**src/rtl/mini_cpu_pkg.sv**
```systemverilog
// Shared Mini-CPU definitions: OPTION register layout, reset values, TMR0 address
// and the power-of-two ratio helpers used by the shared prescaler.
package mini_cpu_pkg;

  localparam int OPT_T0CS = 5;
  localparam int OPT_T0SE = 4;
  localparam int OPT_PSA  = 3;
  localparam int OPT_PS_MSB = 2;
  localparam int OPT_PS_LSB = 0;

  localparam logic [5:0] OPTION_RST   = 6'h3F;
  localparam logic [4:0] TMR0_ADRS    = 5'h01;
  localparam logic [1:0] TMR0_INHIBIT = 2'd2;

  typedef struct packed {
    logic       t0cs;
    logic       t0se;
    logic       psa;
    logic [2:0] ps;
  } option_t;

  // Ones in bits [log2_ratio-1:0]; log2_ratio ranges 0..8.
  function automatic logic [7:0] ratio_mask(input logic [3:0] log2_ratio);
    logic [8:0] m;
    m = (9'd1 << log2_ratio) - 9'd1;
    return m[7:0];
  endfunction

  // True when the low log2_ratio bits of count are all ones (0 bits -> always true).
  function automatic logic ratio_hit(input logic [7:0] count, input logic [3:0] log2_ratio);
    return (count & ratio_mask(log2_ratio)) == ratio_mask(log2_ratio);
  endfunction

endpackage

```
**src/rtl/t0cki_sync.sv**
```systemverilog
// T0CKI pin synchronizer: two metastability flops, one history flop and a
// selectable edge detector producing a single-cycle pulse.
module t0cki_sync (
  input  logic clk,
  input  logic rst,
  input  logic t0cki,
  input  logic t0se,
  output logic edge_pulse
);

  logic sync1_q, sync1_d;
  logic sync2_q, sync2_d;
  logic hist_q,  hist_d;

  always_comb begin
    sync1_d = t0cki;
    sync2_d = sync1_q;
    hist_d  = sync2_q;
  end

  always_ff @(posedge clk) begin
    if (rst) begin
      sync1_q <= 1'b0;
      sync2_q <= 1'b0;
      hist_q  <= 1'b0;
    end else begin
      sync1_q <= sync1_d;
      sync2_q <= sync2_d;
      hist_q  <= hist_d;
    end
  end

  // t0se=0 selects rising edges, t0se=1 falling edges.
  always_comb begin
    if (t0se) edge_pulse = hist_q & ~sync2_q;
    else      edge_pulse = ~hist_q & sync2_q;
  end

endmodule

```
**src/rtl/tmr0_wdt_ctrl.sv**
```systemverilog
// Timing source for the Mini-CPU: OPTION register, TMR0 increment strobe,
// shared prescaler and watchdog base counter with timeout strobe.
module tmr0_wdt_ctrl
  import mini_cpu_pkg::*;
#(
  parameter int WDT_PERIOD = 1024,
  parameter int WDT_W      = $clog2(WDT_PERIOD)
) (
  input  logic       clk,
  input  logic       rst,
  input  logic       option_wr,
  input  logic [5:0] option_data,
  input  logic       tmr0_wr,
  input  logic       clrwdt,
  input  logic       sleep,
  input  logic       asleep,
  input  logic       wdt_en,
  input  logic       t0cki,
  output logic       tmr0_inc,
  output logic       wdtmr,
  output logic [5:0] option_q
);

  logic [5:0]       option_d;
  logic [7:0]       presc_q, presc_d;
  logic [WDT_W-1:0] wdt_cnt_q, wdt_cnt_d;
  logic [1:0]       inhibit_q, inhibit_d;
  logic             tmr0_inc_q, tmr0_inc_d;
  logic             wdtmr_q, wdtmr_d;

  option_t    opt;
  logic       ext_edge;
  logic       src_tick;
  logic       wdt_clr;
  logic       wdt_term;
  logic       base_tick;
  logic       psa_change;
  logic       presc_clr;
  logic [7:0] presc_inc;
  logic       tmr0_hit;
  logic       wdt_hit;

  assign opt = option_t'(option_q);

  t0cki_sync u_sync (
    .clk        (clk),
    .rst        (rst),
    .t0cki      (t0cki),
    .t0se       (opt.t0se),
    .edge_pulse (ext_edge)
  );

  // Ticks are discarded in the TMR0 write cycle and while the inhibit count runs down.
  always_comb begin
    src_tick = (opt.t0cs ? ext_edge : 1'b1) & ~asleep & ~tmr0_wr & (inhibit_q == 2'd0);
  end

  always_comb begin
    wdt_clr    = clrwdt | sleep;
    wdt_term   = (wdt_cnt_q == WDT_W'(WDT_PERIOD - 1));
    base_tick  = wdt_en & ~wdt_clr & wdt_term;
    psa_change = option_wr & (option_data[OPT_PSA] != opt.psa);
    presc_clr  = (wdt_clr & opt.psa) | (tmr0_wr & ~opt.psa) | psa_change;
    presc_inc  = presc_q + 8'd1;
    tmr0_hit   = ratio_hit(presc_inc, {1'b0, opt.ps} + 4'd1);
    wdt_hit    = ratio_hit(presc_inc, {1'b0, opt.ps});
  end

  always_comb begin
    option_d = option_wr ? option_data : option_q;

    inhibit_d = inhibit_q;
    if (tmr0_wr)                 inhibit_d = TMR0_INHIBIT;
    else if (inhibit_q != 2'd0)  inhibit_d = inhibit_q - 2'd1;

    wdt_cnt_d = wdt_cnt_q + WDT_W'(1);
    if (!wdt_en || wdt_clr || wdt_term) wdt_cnt_d = '0;

    // A clear in the same cycle wins over the tick that would have advanced it.
    presc_d = presc_q;
    if (presc_clr)                                        presc_d = 8'd0;
    else if ((!opt.psa && src_tick) || (opt.psa && base_tick)) presc_d = presc_inc;
  end

  always_comb begin
    if (opt.psa) begin
      tmr0_inc_d = src_tick;
      wdtmr_d    = base_tick & ~presc_clr & wdt_hit;
    end else begin
      tmr0_inc_d = src_tick & ~presc_clr & tmr0_hit;
      wdtmr_d    = base_tick;
    end
  end

  always_ff @(posedge clk) begin
    if (rst) begin
      option_q   <= OPTION_RST;
      presc_q    <= 8'd0;
      wdt_cnt_q  <= '0;
      inhibit_q  <= 2'd0;
      tmr0_inc_q <= 1'b0;
      wdtmr_q    <= 1'b0;
    end else begin
      option_q   <= option_d;
      presc_q    <= presc_d;
      wdt_cnt_q  <= wdt_cnt_d;
      inhibit_q  <= inhibit_d;
      tmr0_inc_q <= tmr0_inc_d;
      wdtmr_q    <= wdtmr_d;
    end
  end

  assign tmr0_inc = tmr0_inc_q;
  assign wdtmr    = wdtmr_q;

endmodule

```
**config.mk**
```make
export PLATFORM = sky130hd
export DESIGN_NAME = tmr0_wdt_ctrl
export DESIGN_NICKNAME = d
export VERILOG_FILES = /design/src/rtl/mini_cpu_pkg.sv /design/src/rtl/t0cki_sync.sv /design/src/rtl/tmr0_wdt_ctrl.sv
export SDC_FILE = /design/constraint.sdc
export NUM_CORES = 1
export LEC_CHECK = 0
export CAP_MARGIN = 20
export CELL_PAD_IN_SITES_DETAIL_PLACEMENT = 1
export CELL_PAD_IN_SITES_GLOBAL_PLACEMENT = 1
export CORE_ASPECT_RATIO = 2
export CORE_UTILIZATION = 34
export CTS_CLUSTER_DIAMETER = 100
export DETAILED_ROUTE_END_ITERATION = 8
export PLACE_DENSITY_LB_ADDON = 0.12
export SLEW_MARGIN = 5
export SYNTH_ARGS = -nofsm -noshare
export SYNTH_HDL_FRONTEND = slang
export SYNTH_SLANG_ARGS = --single-unit
```
**constraint.sdc**
```tcl
create_clock -name clk -period 2.69 [get_ports clk]
set_input_delay 0.4035 -clock clk [delete_from_list [all_inputs] [get_ports clk]]
set_output_delay 0.4035 -clock clk [all_outputs]
set_load 0.1 [all_outputs]
```
==> results.json <==
{
  "worst-path-buf-inv": 2,
  "cts.repair.resized": 0,
  "ir_drop_mv": 0.348,
  "synth_top_area_cell": "dfxtp_1",
  "ant_nets": 0,
  "outcome": "completed",
  "cts-htree-levels": 2,
  "r2r_setup_slack_ps": 180,
  "yosysWarnings": 0,
  "root_buffer": "clkbuf_8",
  "setup_violations": 0,
  "r2r_cells": 12,
  "ys_types": 48,
  "met2_usage": 0.341,
  "start_util": 0.350,
  "row_count": 38,
  "cts_buffer_depth": 2,
  "synth_common_cells": "dfxtp_1, nor2_1, nand2_1",
  "busiest_layer": "met2",
  "ys_ff_latch": 31,
  "fp.coreArea_um2": 5370,
  "rr_endpoint": "tmr0_inc",
  "start_kind": "flop",
  "grt_pass1_vias": 1692,
  "grt_max_degree": 22,
  "grt_pass1_wl_um": 7830,
  "cts_buffers": 5,
  "synth.most_common_cell": "dfxtp_1",
  "powerDensity_nw_per_um2": 559,
  "postCtsSetupBuffers": 0,
  "syn_nets": 240,
  "cp.depth": 12,
  "place.port_buffers": 22,
  "cts_tree": "yes",
  "relSlewSlack": 0.641,
  "totalWireLength_um": 4620,
  "leakage_nw": 0.869,
  "seq_area_frac_synth": 0.330,
  "synthTopCellsByArea": "dfxtp_1, xor2_1, nor2_1",
  "syn_area_um2": 1880,
  "crit_family": "simple AND/OR/NAND/NOR gates",
  "drv_slew": 0,
  "min_path_type": "reg -> reg",
  "synthCells": 219,
  "n_antenna_cell": 0,
  "finalPower_mw": 1.27,
  "layout.nets": 261,
  "worstSetupEndpointType": "flop",
  "rsz0062_at_grt": "no",
  "critPathKind": "reg -> reg",
  "max_freq_mhz": 398,
  "die_area_um2": 5850,
  "area.growth.synth_to_final_pct": 20.6,
  "synth-edff-count": 0,
  "cp_slowest_cell": "dfxtp_4",
  "rr_startpoint": "option_q[1]",
  "antenna_found_initial": 0,
  "grt_util_met3": 0.0270,
  "fin_skew_ps": 6.63,
  "drive_gt1_frac": 0.174,
  "insertion_delay_ps": 280,
  "gr-usage-all-layers": 0.186,
  "cp-endpoint": "tmr0_inc",
  "crit_arrival_ps": 2670,
  "ys.flop_type": "dfxtp_1",
  "viasPerCell": 5.33,
  "place_congestion": 0.837,
  "synthArstFlopShare": 0,
  "cpPeakStageDelay_ps": 350,
  "grt_util_met1": 0.188,
  "crit_path_max_fanout": 13,
  "clock_sinks": 31,
  "drv_cap": 0,
  "holdBufCountCts": 0,
  "crit_chain": "nand2_4, inv_2, ha_4, inv_1, or3_1, ha_2, nor4b_2, a31oi_1, o21a_1, a311o_2, a21oi_2, nor4_1",
  "holdWs_ps": 444,
  "path_clk_slew_ps": 70,
  "drt-initial-drc-count": 27,
  "report.final.hold_viol_count": 0,
  "min_period_ps": 2510,
  "pin_count": 23,
  "first_pass_iters": 4,
  "chipHeight_um": 107,
  "synth.top_cell.area_share": 0.330,
  "overflow": 0,
  "vias": 1605,
  "wl_per_cell_um": 15.4,
  "worst_slew_pin_slew_ps": 534,
  "syn_avg_cell_area_um2": 8.59,
  "crit_start": "option_q[1]",
  "dp_hpwl_um": 3670,
  "drc": 0,
  "critPathRequiredTime_ps": 2840,
  "period_share": 0.935,
  "die_x_um": 54.6
}
## metrics by stage
step | setup WS [ps] | cells | area [um^2] | utilization | TNS, ps
floorplan | -89.8 | 219 | 1960 | - | -89.8
global placement | 255 | 293 | 2130 | 0.397 | 0
detailed placement | 176 | 293 | 2130 | 0.397 | 0
CTS | 163 | 301 | 2270 | 0.422 | 0
global route | 11.5 | 301 | 2270 | 0.422 | 0
finish | 176 | 301 | 2270 | 0.422 | 0
## placed cells by master (no fill, tap or decap), drive strengths merged, types with 3 or more instances in the layout
cell type / count
nor4: 3
nor3b: 3
nor2b: 4
dfxtp: 31
mux2i: 6
clkbuf: 5
inv: 8
o21ai: 4
nand2: 20
o211ai: 4
nand2b: 5
xnor2: 9
ha: 6
nor2: 30
and3: 6
clkdlybuf4s50: 14
xor2: 18
or3: 5
nand3: 10
buf: 13
a21oi: 10
## flip-flops by register name, summed over array words and instances, names as in the netlist
name and count:
option_q 6, tmr0_inc 1, u_sync.sync1_q 1, wdtmr 1, u_sync.hist_q 1, u_sync.hist_d 1
inhibit_q 2, wdt_cnt_q 10, presc_q 8
## worst reg2reg max path: stages (launching register included)
cell,delay [ps]
dfxtp_4,350
nand2_4,80
inv_2,70
ha_4,340
inv_1,70
or3_1,310
ha_2,240
nor4b_2,230
a31oi_1,70
o21a_1,120
a311o_2,310
a21oi_2,130
nor4_1,50
## metal layers
metal / routed length, um / part of all wire / vias to the layer above
met4: 93 / 0.020 / 0
met5: 0 / 0 / -
li1: - / - / 796
met3: 56 / 0.012 / 6
met1: 1700 / 0.37 / 787
met2: 2770 / 0.60 / 16
## where the power goes
group | total, mW | switching, mW | internal [mW]
combinational | 0.235 | 0.143 | 0.0915
sequential | 0.477 | 0.00934 | 0.468
clock | 0.556 | 0.186 | 0.370
total | 1.27 | 0.338 | 0.929
## worst min path at each step
stage                    from            end  slack [ps]  cells after the start
4_1_cts        u_sync.sync1_q  u_sync.hist_d         450                      1
2_1_floorplan  u_sync.sync1_q  u_sync.hist_d         410                      1
6_report       u_sync.sync1_q  u_sync.hist_d         440                      1
3_3_place_gp   u_sync.sync1_q  u_sync.hist_d         420                      1
5_1_grt        u_sync.sync1_q  u_sync.hist_d         470                      1
3_5_place_dp   u_sync.sync1_q  u_sync.hist_d         440                      1
## cell type report
| type | instances | area [um^2] |
|---|---|---|
| Fill cell | 653 | 3100 |
| Multi-Input combinational cell | 168 | 1160 |
| Sequential cell | 31 | 632 |
| Timing Repair Buffer | 27 | 238 |
| Tap cell | 60 | 75.1 |
| Clock buffer | 5 | 68.8 |
| Clock inverter | 3 | 66.3 |
| Inverter | 7 | 26.3 |
## logic make-up (layout without fill, tap and decap cells)
group / count (synthesis) / count (layout) / synth area share
buf+inv: 20 / 42 / 0.0692
flops: 31 / 31 / 0.330
compound gates: 35 / 35 / 0.144
simple gates: 93 / 93 / 0.254
fa+ha+maj: 7 / 7 / 0.0452
xor+xnor: 27 / 27 / 0.126
mux: 6 / 6 / 0.0319
No activity file was read; power rests on OpenSTA's default activity.
